## config.mk

```make
export PLATFORM = sky130hd
export DESIGN_NAME = seg7_scan_driver
export DESIGN_NICKNAME = d
export VERILOG_FILES = /design/src/rtl/seg7_scan_driver.sv
export SDC_FILE = /design/constraint.sdc
export NUM_CORES = 1
export LEC_CHECK = 0
export ABC_CLOCK_PERIOD_IN_PS = 3560
export BUFFER_PORTS_ARGS = -buffer_cell sky130_fd_sc_hd__buf_4
export CAP_MARGIN = 20
export CORE_UTILIZATION = 45
export CTS_CLUSTER_SIZE = 20
export DETAILED_ROUTE_END_ITERATION = 12
export SLEW_MARGIN = 30
export SYNTH_ARGS = -nofsm -noshare
export SYNTH_HDL_FRONTEND = slang
export SYNTH_SLANG_ARGS = --single-unit
```

## constraint.sdc

```tcl
create_clock -name clk -period 3.56 [get_ports clk]
set_clock_uncertainty 0.1 [all_clocks]
set_input_delay 0 -clock clk [delete_from_list [all_inputs] [get_ports clk]]
set_output_delay 0 -clock clk [all_outputs]
set_load 0.01 [all_outputs]
```

## src/rtl/seg7_scan_driver.sv

```systemverilog
// seg7_scan_driver: 4-digit common-anode 7-seg scan driver with per-frame input snapshot.
// Optional leading-zero blanking is enabled by defining SEG7_LZ_BLANK_EN.
// Ports:
//   clk, rst     - rising-edge clock, synchronous active-high reset
//   bcd[11:0]    - packed BCD weight {hundreds, tens, units}
//   ovf          - weight out of displayable range
//   an[3:0]      - digit anodes, active-low, bit 0 = rightmost digit
//   seg[6:0]     - segments {g,f,e,d,c,b,a}, active-low
//   dp           - decimal point, active-low
//   frame        - one-cycle pulse after the snapshot registers load
module seg7_scan_driver #(
  parameter int REFRESH_DIV = 50000,
  parameter int DP_DIGIT    = 4
) (
  input  logic        clk,
  input  logic        rst,
  input  logic [11:0] bcd,
  input  logic        ovf,
  output logic [3:0]  an,
  output logic [6:0]  seg,
  output logic        dp,
  output logic        frame
);

  localparam int CW = (REFRESH_DIV > 1) ? $clog2(REFRESH_DIV) : 1;
  localparam logic [CW-1:0] CMAX = CW'(REFRESH_DIV - 1);
  localparam bit DP_EN = (DP_DIGIT >= 0) && (DP_DIGIT < 4);
  localparam logic [1:0] DP_IDX = 2'(DP_DIGIT % 4);

  logic [CW-1:0] cnt;
  logic [1:0]    idx;
  logic [11:0]   snap_bcd;
  logic          snap_ovf;

  logic          tc;
  logic          last;
  logic [3:0]    nib;
  logic          blank;
  logic [6:0]    seg_d;
  logic          dp_on;

  assign tc    = (cnt == CMAX);
  assign last  = tc && (idx == 2'd3);
  assign dp_on = DP_EN && (idx == DP_IDX);

  function automatic logic [6:0] font(input logic [3:0] n);
    logic [6:0] s;
    case (n)
      4'd0:    s = 7'h40;
      4'd1:    s = 7'h79;
      4'd2:    s = 7'h24;
      4'd3:    s = 7'h30;
      4'd4:    s = 7'h19;
      4'd5:    s = 7'h12;
      4'd6:    s = 7'h02;
      4'd7:    s = 7'h78;
      4'd8:    s = 7'h00;
      4'd9:    s = 7'h10;
      default: s = 7'h3F;
    endcase
    return s;
  endfunction

`ifdef SEG7_LZ_BLANK_EN
  // Digits at or right of the decimal point always show their value.
  localparam bit KEEP1 = DP_EN && (DP_DIGIT >= 1);
  localparam bit KEEP2 = DP_EN && (DP_DIGIT >= 2);
`endif

  always_comb begin
    nib   = 4'h0;
    blank = 1'b0;
    unique case (idx)
      2'd0: nib = snap_bcd[3:0];
      2'd1: nib = snap_bcd[7:4];
      2'd2: nib = snap_bcd[11:8];
      default: blank = 1'b1;
    endcase
`ifdef SEG7_LZ_BLANK_EN
    if (idx == 2'd2 && snap_bcd[11:8] == 4'h0 && !KEEP2)
      blank = 1'b1;
    if (idx == 2'd1 && snap_bcd[11:4] == 8'h00 && !KEEP1)
      blank = 1'b1;
`endif
    // Overflow wins over any blanking.
    if (snap_ovf)
      seg_d = (idx == 2'd3) ? 7'h06 : 7'h3F;
    else if (blank)
      seg_d = 7'h7F;
    else
      seg_d = font(nib);
  end

  always_ff @(posedge clk) begin
    if (rst) begin
      cnt      <= '0;
      idx      <= 2'd0;
      snap_bcd <= 12'h000;
      snap_ovf <= 1'b0;
      frame    <= 1'b0;
      an       <= 4'hF;
      seg      <= 7'h7F;
      dp       <= 1'b1;
    end else begin
      cnt   <= tc ? '0 : cnt + CW'(1);
      frame <= last;
      if (tc)
        idx <= idx + 2'd1;
      // Snapshot and idx wrap land on the same edge, so digit 0
      // of a new frame already shows the new value.
      if (last) begin
        snap_bcd <= bcd;
        snap_ovf <= ovf;
      end
      an  <= ~(4'b0001 << idx);
      seg <= seg_d;
      dp  <= ~dp_on;
    end
  end

endmodule

```

== Yosys cells after proc, flatten, opt, wreduce, memory -nomap -nowiden ==
Memory sizes are Yosys's and may differ from the RTL's.
Cells that the tools add are included.
Word-level totals
  flip-flop bits (word level): 43
  bits in read-only memories: 112
  input port bits: 15
  output and inout port bits: 13
  logic and storage cells: 24
  memories kept: 1
Memory list
  (name not given): words 16, width 7, rd ports 1, clocked after Yosys merged registers in 0, wr ports 0, RTL line 48  | case (n)
Operators by class
  add/sub/neg operators: 2
  equal/unequal tests: 4
  shift-type cells: 1
  multiplexer cells: 4
  bitwise gates (word level): 1
  reductions and logical operators: 4
Operator list (count)
  $add 16x1->16 const B: 1
  $eq 16x16->1 const B: 1
  $mux 7: 2
  $pmux 4 s3: 1
  $mux 6: 1
  $eq 2x2->1 const B: 2
  $not 4->4: 1
  $shl 1x2->4 const A: 1
  $reduce_or 3->1: 1
  $add 2x1->2 const B: 1
  $eq 2x1->1 const B: 1
  $logic_not 2->1: 1
  $reduce_or 2->1: 1
  $logic_and 1x1->1: 1

== Depth between registers and ports, before layout ==
Gate-level depths: netlist of run 1.
An unclocked memory read counts as a cell.
  depth in word-level cells: 5
  depth in mapped cells: 9
  depth with buffers taken out: 9

== Worst setup path after synthesis of run 1 ==
No wires, ideal clock.
  kind: register to register
  start point: register idx[1]
  end point: register seg[0]
  setup time: 141 ps
  arrival: 1886 ps
  required time: 3319 ps
  slack: 1433 ps
  cell stages (with the launch flop): 7
  path buffers: 0
  period minus slack after synthesis: 2127 ps
  path through: dfxtp_1 > inv_1 > ha_1 > a222oi_1 > inv_2 > a2111oi_4 > a21oi_1
On the way
  word-level cells in the longest chain between the ends: 5
  elaborated cells on any way between the ends: 10
  those cells by class: 3 x eq/ne; 4 x mux; 2 x reduce/logical; 1 x memory
Ends and longest elaborated chain
  from (decl): RTL line 31  | logic [1:0] idx;
  from (signal assigned): RTL line 108  | idx <= idx + 2'd1;
  $eq 2x2->1 (tied with other cells): RTL line 73  | unique case (idx)
  $pmux 4 s3: RTL line 73
  $mem_v2 16x7
  $mux 7: RTL line 88  | else if (blank)
  $mux 7 *: RTL line 86  | if (snap_ovf)
  to (signal assigned): RTL line 116  | seg <= seg_d;
  to (decl): RTL line 20  | output logic [6:0] seg,
Every way passes the cells marked *; elsewhere a longest branch is shown, timed or not.
A chain may end at the register's enable or synchronous reset.

== Worst setup path after layout of run 1 ==
  start point: register idx[1]
  end point: register seg[6]
On the way
  word-level cells in the longest chain between the ends: 5
  elaborated cells on any way between the ends: 8
  those cells by class: 2 x eq/ne; 3 x mux; 2 x reduce/logical; 1 x memory
Ends and longest elaborated chain (RTL line)
  $eq 2x2->1 (tied with other cells): 73
  $pmux 4 s3: 73
  $mem_v2 16x7
  $mux 7 *: 88
  $mux 7 *: 86
Marked as above.

==> results of run 1 <==
## layer usage
metal | GRT usage | vias to the layer above
met5 | 0 | -
met2 | 0.270 | 29
li1 | - | 825
met1 | 0.244 | 715
met3 | 0.0447 | 7
met4 | 0.0978 | 0
## cell families (layout without fill, tap and decap cells)
family          count (synthesis)  in the layout  share of synthesized area
flops                          43             43                      0.415
simple gates                   98             98                      0.264
mux                            16             16                     0.0785
other cells                     1              1                    0.00181
fa+ha+maj                      11             11                     0.0664
compound gates                 17             17                     0.0688
xor+xnor                       15             15                     0.0634
buf+inv                        20             60                     0.0422
## cells in the mapped netlist
library cell,number,area [um^2]
or3_1,1,6.26
nor4_1,4,25.0
o21ai_0,2,10.0
buf_2,1,5.00
ha_1,11,138
nor3_1,7,35.0
a31oi_1,2,12.5
a222oi_1,4,40.0
and4bb_2,2,25.0
nand2_1,10,37.5
clkbuf_1,6,22.5
nand3b_1,1,7.51
or2b_1,1,7.51
inv_2,1,3.75
buf_4,3,22.5
xnor2_1,12,105
nor2_2,1,6.26
nor4b_2,1,15.0
a21oi_1,4,20.0
or2_2,1,6.26
dfxtp_1,43,861
o41ai_1,2,17.5
o21bai_1,1,7.51
a2111oi_4,1,27.5
and3_1,2,12.5
nand4_2,1,12.5
nor2_1,23,86.3
mux2_2,2,22.5
mux2i_1,14,140
nand2b_1,32,200
a21o_1,1,7.51
conb_1,1,3.75
nand4_1,7,43.8
inv_1,9,33.8
xor2_1,3,26.3
nand3_1,4,20.0
## state kept, by name (all words and copies together), names as in the netlist
| register | count |
|---|---|
| frame | 1 |
| snap_ovf | 1 |
| idx | 2 |
| seg | 7 |
| an | 4 |
| cnt | 16 |
| snap_bcd | 12 |
## area by class of cell
type / instances / area, um^2
Clock inverter: 1 / 7.51
Clock buffer: 7 / 96.3
Inverter: 10 / 37.5
Tap cell: 52 / 65.1
Fill cell: 396 / 1840
Multi-Input combinational cell: 158 / 1120
Sequential cell: 43 / 861
Timing Repair Buffer: 42 / 350
## per-stage QoR
| stage | hold slack (ns) | area, um^2 |
|---|---|---|
| global route | 0.411 | 2540 |
| detailed placement | 0.178 | 2300 |
| floorplan | 0.0553 | 2070 |
| CTS | 0.373 | 2540 |
| finish | 0.367 | 2540 |
| global placement | 0.173 | 2300 |
## critical path, cell delays in order, from the launching register on
cell	delay, ns
dfxtp_1	0.40
inv_1	0.08
ha_1	0.24
a222oi_1	0.60
nor2_1	0.17
ha_1	0.26
mux2_2	0.27
a21oi_1	0.15
o21bai_1	0.07
## power by group through the flow
stage               Clock, uW  Combinational, uW  Sequential (uW)
global placement            0               47.6              503
finish                    343               59.8              492
CTS                       352               59.9              492
floorplan                   0               26.4              504
detailed placement          0               47.7              504
global route              377               65.8              493
## worst paths after layout
kind                        from                 to  depth (start not counted)
max          idx[1]$_SDFFE_PP0N_  seg[6]$_SDFF_PP1_                          8
min            cnt[0]$_SDFF_PP0_  cnt[0]$_SDFF_PP0_                          1
max reg2reg  idx[1]$_SDFFE_PP0N_  seg[6]$_SDFF_PP1_                          8
min reg2reg    cnt[0]$_SDFF_PP0_  cnt[0]$_SDFF_PP0_                          1
==> flow_summary.ini, run 1 <==
[status]
run_status = completed

[drt]
firstDrtPassIters = 5
wl_um = 3960
viasPerCell = 5.04
wl_per_cell_um = 12.6
drc = 0
drt-met1-wl_um = 1980
route.met2.wl_um = 1760
vias = 1576
maxUsedRoutingLayer = met4
route.met3.wl_um = 130
drtIter0Drc = 126
ant_nets = 0

[global_route]
gr-total-overflow = 0
antenna_found_initial = 0
grt_first_pass_wirelength_um = 6970
first_global_vias = 1459
grt_usage = 0.182
grt_start_max_net_pins = 39

[power]
p_leak_uw = 0.000978
pwr-share-comb = 0.067
internal_power_uw = 701
p_sw_uw = 194
power_uw = 894
peakVddDrop_v = 0.000218
swShare = 0.217
seqPwrFrac = 0.550
p_clk_frac = 0.383
power_density_mw_per_mm2 = 352

[sta]
max_clock_freq_ghz = 0.409
min_period_over_period = 0.687
rsz0062_at_grt = false
hold_violations = 0
slew_viol_final = 0
tightest_slew_ns = 0.848
max_slew_margin = 0.434
setup_viol = 0
worst_slack_ns = 1.12
fin_crit_ns = 2.44
tns_ns = 0

[placed_design]
pre_cts_slack_ns = 1.15
gp_congestion = 0.819
hpwl_um = 2670
io_buffers = 26
placedCellCount = 291

[floorplan]
fp.dieH_um = 69.9
die_x_um = 69.9
io_pins = 28
start_util = 0.473
coreArea_mm2 = 0.00438
rows = 24
dieArea_mm2 = 0.00488

[final_layout]
nets = 286
utilization = 0.580
area_growth_pct = 22.6
drive_above_1_share = 0.176
final_common_cell = dfxtp_1
n_antenna_cell = 0
stdcell_count = 313
final_cell_mix = dfxtp_1 (43), nand2b_1 (32), buf_4 (28), nor2_1 (23)

[critical_path]
cp.arrival_ns = 2.53
reg2reg_slack_ns = 1.12
cp-end-kind = register
worstPathMaxFanout = 5
start_kind = register
path_class = register to register
cp.required_ns = 3.65

[clock_network]
cts-root-buf = clkbuf_8
cts_resized = 0
cts_buffer_depth = 2
cts_made_buffers = 5
cts_setup_buffers = 0
cts_tree = yes
insertion_delay_ns = 0.30
htree_levels = 2
clkTransAtPathRegs_ns = 0.08
cts-hold-fix-buffers = 14
cts_sinks = 43

[min_path]
holdCritPathClass = register to register

[synthesis]
synth_area_mm2 = 0.00207
ys_ff_latch = 43
yosysWarningCount = 0
syn-num-nets = 247
synth.distinct_cells = 36
syn_area_per_cell_um2 = 9.38
syn_inst = 221
ys_seq_area_frac = 0.415

[job]
drv_cap = 0
Power figures use the tool's default switching activity.
==> run 2: changes to the inputs <==
--- a/config.mk
+++ b/config.mk
@@ -5,12 +5,13 @@
 export SDC_FILE = /design/constraint.sdc
 export NUM_CORES = 1
 export LEC_CHECK = 0
-export ABC_CLOCK_PERIOD_IN_PS = 3560
+export ABC_CLOCK_PERIOD_IN_PS = 2100
 export BUFFER_PORTS_ARGS = -buffer_cell sky130_fd_sc_hd__buf_4
 export CAP_MARGIN = 20
 export CORE_UTILIZATION = 45
 export CTS_CLUSTER_SIZE = 20
 export DETAILED_ROUTE_END_ITERATION = 12
+export PLACE_DENSITY = 0.67
 export SLEW_MARGIN = 30
 export SYNTH_ARGS = -nofsm -noshare
 export SYNTH_HDL_FRONTEND = slang
==> constraint.sdc (replaced) <==
create_clock -name clk -period 2.1 [get_ports clk]
set_clock_uncertainty 0.1 [all_clocks]
set_input_delay 0 -clock clk [delete_from_list [all_inputs] [get_ports clk]]
set_output_delay 0 -clock clk [all_outputs]
set_load 0.01 [all_outputs]
==> flow_summary.ini, run 2 (same netlist as run 1, synthesis figures left out) <==
[status]
run_status = finished with violations
violations = setup timing

[global_route]
use_met3 = 0.0462
grt_start_max_net_pins = 39
met2_usage = 0.302
antenna_found_initial = 0
use_met1 = 0.221
grt-busiest-layer = met2
gr-total-overflow = 0
grt_first_pass_wirelength_um = 7130
first_global_vias = 1618
grt_usage = 0.183

[clock_network]
insertion_delay_ns = 0.29
cts-root-buf = clkbuf_8
htree_levels = 2
cts_made_buffers = 5
clkTransAtPathRegs_ns = 0.08
cts_buffer_depth = 2
cts_sinks = 43
cts_tree = yes

[final_layout]
area_growth_pct = 35.5
n_antenna_cell = 0
drive_above_1_share = 0.297
final_cell_mix = buf_4 (48), dfxtp_1 (41), nand2b_1 (32), nor2_1 (22)
largestRegisters = cnt x16, snap_bcd x12, seg x7
stdcell_count = 335
utilization = 0.641
nets = 308
top_register = cnt
largest_reg_flops = 16
final_common_cell = buf_4

[placed_design]
placedCellCount = 302
gp_congestion = 0.859
pre_cts_slack_ns = -0.113
io_buffers = 26
hpwl_um = 2710

[sta]
rsz0062_at_grt = true
fin_crit_ns = 2.19
min_period_over_period = 1.04
setup_viol = 4
max_clock_freq_ghz = 0.456
hold_violations = 0
slew_viol_final = 0
worst_slack_ns = -0.0908
tns_ns = -0.172

[drt]
wl_um = 4220
ant_nets = 0
wl_per_cell_um = 12.6
viasPerCell = 5.10
vias = 1708
drtIter0Drc = 168
firstDrtPassIters = 4
drc = 0

[power]
p_leak_uw = 0.00111
p_sw_uw = 311
seqPwrFrac = 0.555
swShare = 0.207
peakVddDrop_v = 0.000298
power_uw = 1500
p_clk_frac = 0.376
internal_power_uw = 1190
pwr-share-comb = 0.070
power_density_mw_per_mm2 = 534

[critical_path]
start_kind = register
worstPathMaxFanout = 5
reg2reg_slack_ns = -0.09
regToRegEndpoint = seg[4]$_SDFF_PP1_
cp.required_ns = 2.16
r2r_start = idx[1]$_SDFFE_PP0N_
r2r_cells = 9
path_class = register to register
cp-end-kind = register
cp.arrival_ns = 2.25

[floorplan]
start_util = 0.473
dieArea_mm2 = 0.00488
io_pins = 28
die_x_um = 69.9
rows = 24
fp.dieH_um = 69.9
coreArea_mm2 = 0.00438

[job]
drv_cap = 0

[min_path]
min-delay-start = cnt[0]$_SDFF_PP0_
hold_end = cnt[0]$_SDFF_PP0_
holdCritPathClass = register to register
hold_depth = 1
[run 2: timing repair]
item	CTS	global route
resized for setup	13	10
setup buffers	9	2
gates cloned	0	0
hold buffers	14	0
endpoints found under the hold margin	16	0
pin swaps	6	6
setup endpoints to repair	7	5
[run 2: how the worst max path moves through the flow]
stage | startpoint | to | slack, ns | depth (start not counted)
global route | idx[1]$_SDFFE_PP0N_ | seg[4]$_SDFF_PP1_ | -0.17 | 9
global placement | idx[1]$_SDFFE_PP0N_ | seg[6]$_SDFF_PP1_ | -0.03 | 8
floorplan | idx[0]$_SDFFE_PP0N_ | seg[0]$_SDFF_PP1_ | 0.02 | 6
detailed placement | idx[1]$_SDFFE_PP0N_ | seg[3]$_SDFF_PP1_ | -0.11 | 8
finish | idx[1]$_SDFFE_PP0N_ | seg[4]$_SDFF_PP1_ | -0.09 | 9
CTS | idx[1]$_SDFFE_PP0N_ | seg[3]$_SDFF_PP1_ | -0.01 | 8
[run 2: through the flow]
step | instance area, um^2 | hold WS, ns
floorplan | 2080 | 0.0553
global placement | 2400 | 0.169
detailed placement | 2400 | 0.178
CTS | 2750 | 0.370
global route | 2810 | 0.412
finish | 2810 | 0.365
[run 2: cell type report]
| type | instances | area (um^2) |
|---|---|---|
| inverter | 10 | 40.0 |
| clock buffer | 8 | 100 |
| multi-input combinational | 158 | 1210 |
| sequential | 43 | 866 |
| timing repair buffer | 64 | 532 |
| tap | 52 | 65.1 |
| fill | 353 | 1570 |
[run 2: worst max-delay path: stages, from the launching register on]
cell and delay [ns]:
dfxtp_2 0.35, inv_2 0.07, ha_4 0.17, a222oi_1 0.45
or2_4 0.23, buf_4 0.11, ha_1 0.16, nand2_2 0.07
o41ai_2 0.26, a31oi_1 0.08
[run 2: layer usage]
metal / wire, um / vias up
li1: - / 874
met3: 146 / 9
met2: 2050 / 44
met1: 1930 / 781
met4: 89 / 0
met5: 0 / -
[run 2: power by group through the flow]
stage	registers, uW	logic [uW]	clock network [uW]
final	833	104	564
after global placement	853	82.3	0
after floorplan	854	44.7	0
after global routing	835	115	620
after detailed placement	854	83.3	0
after CTS	834	104	585
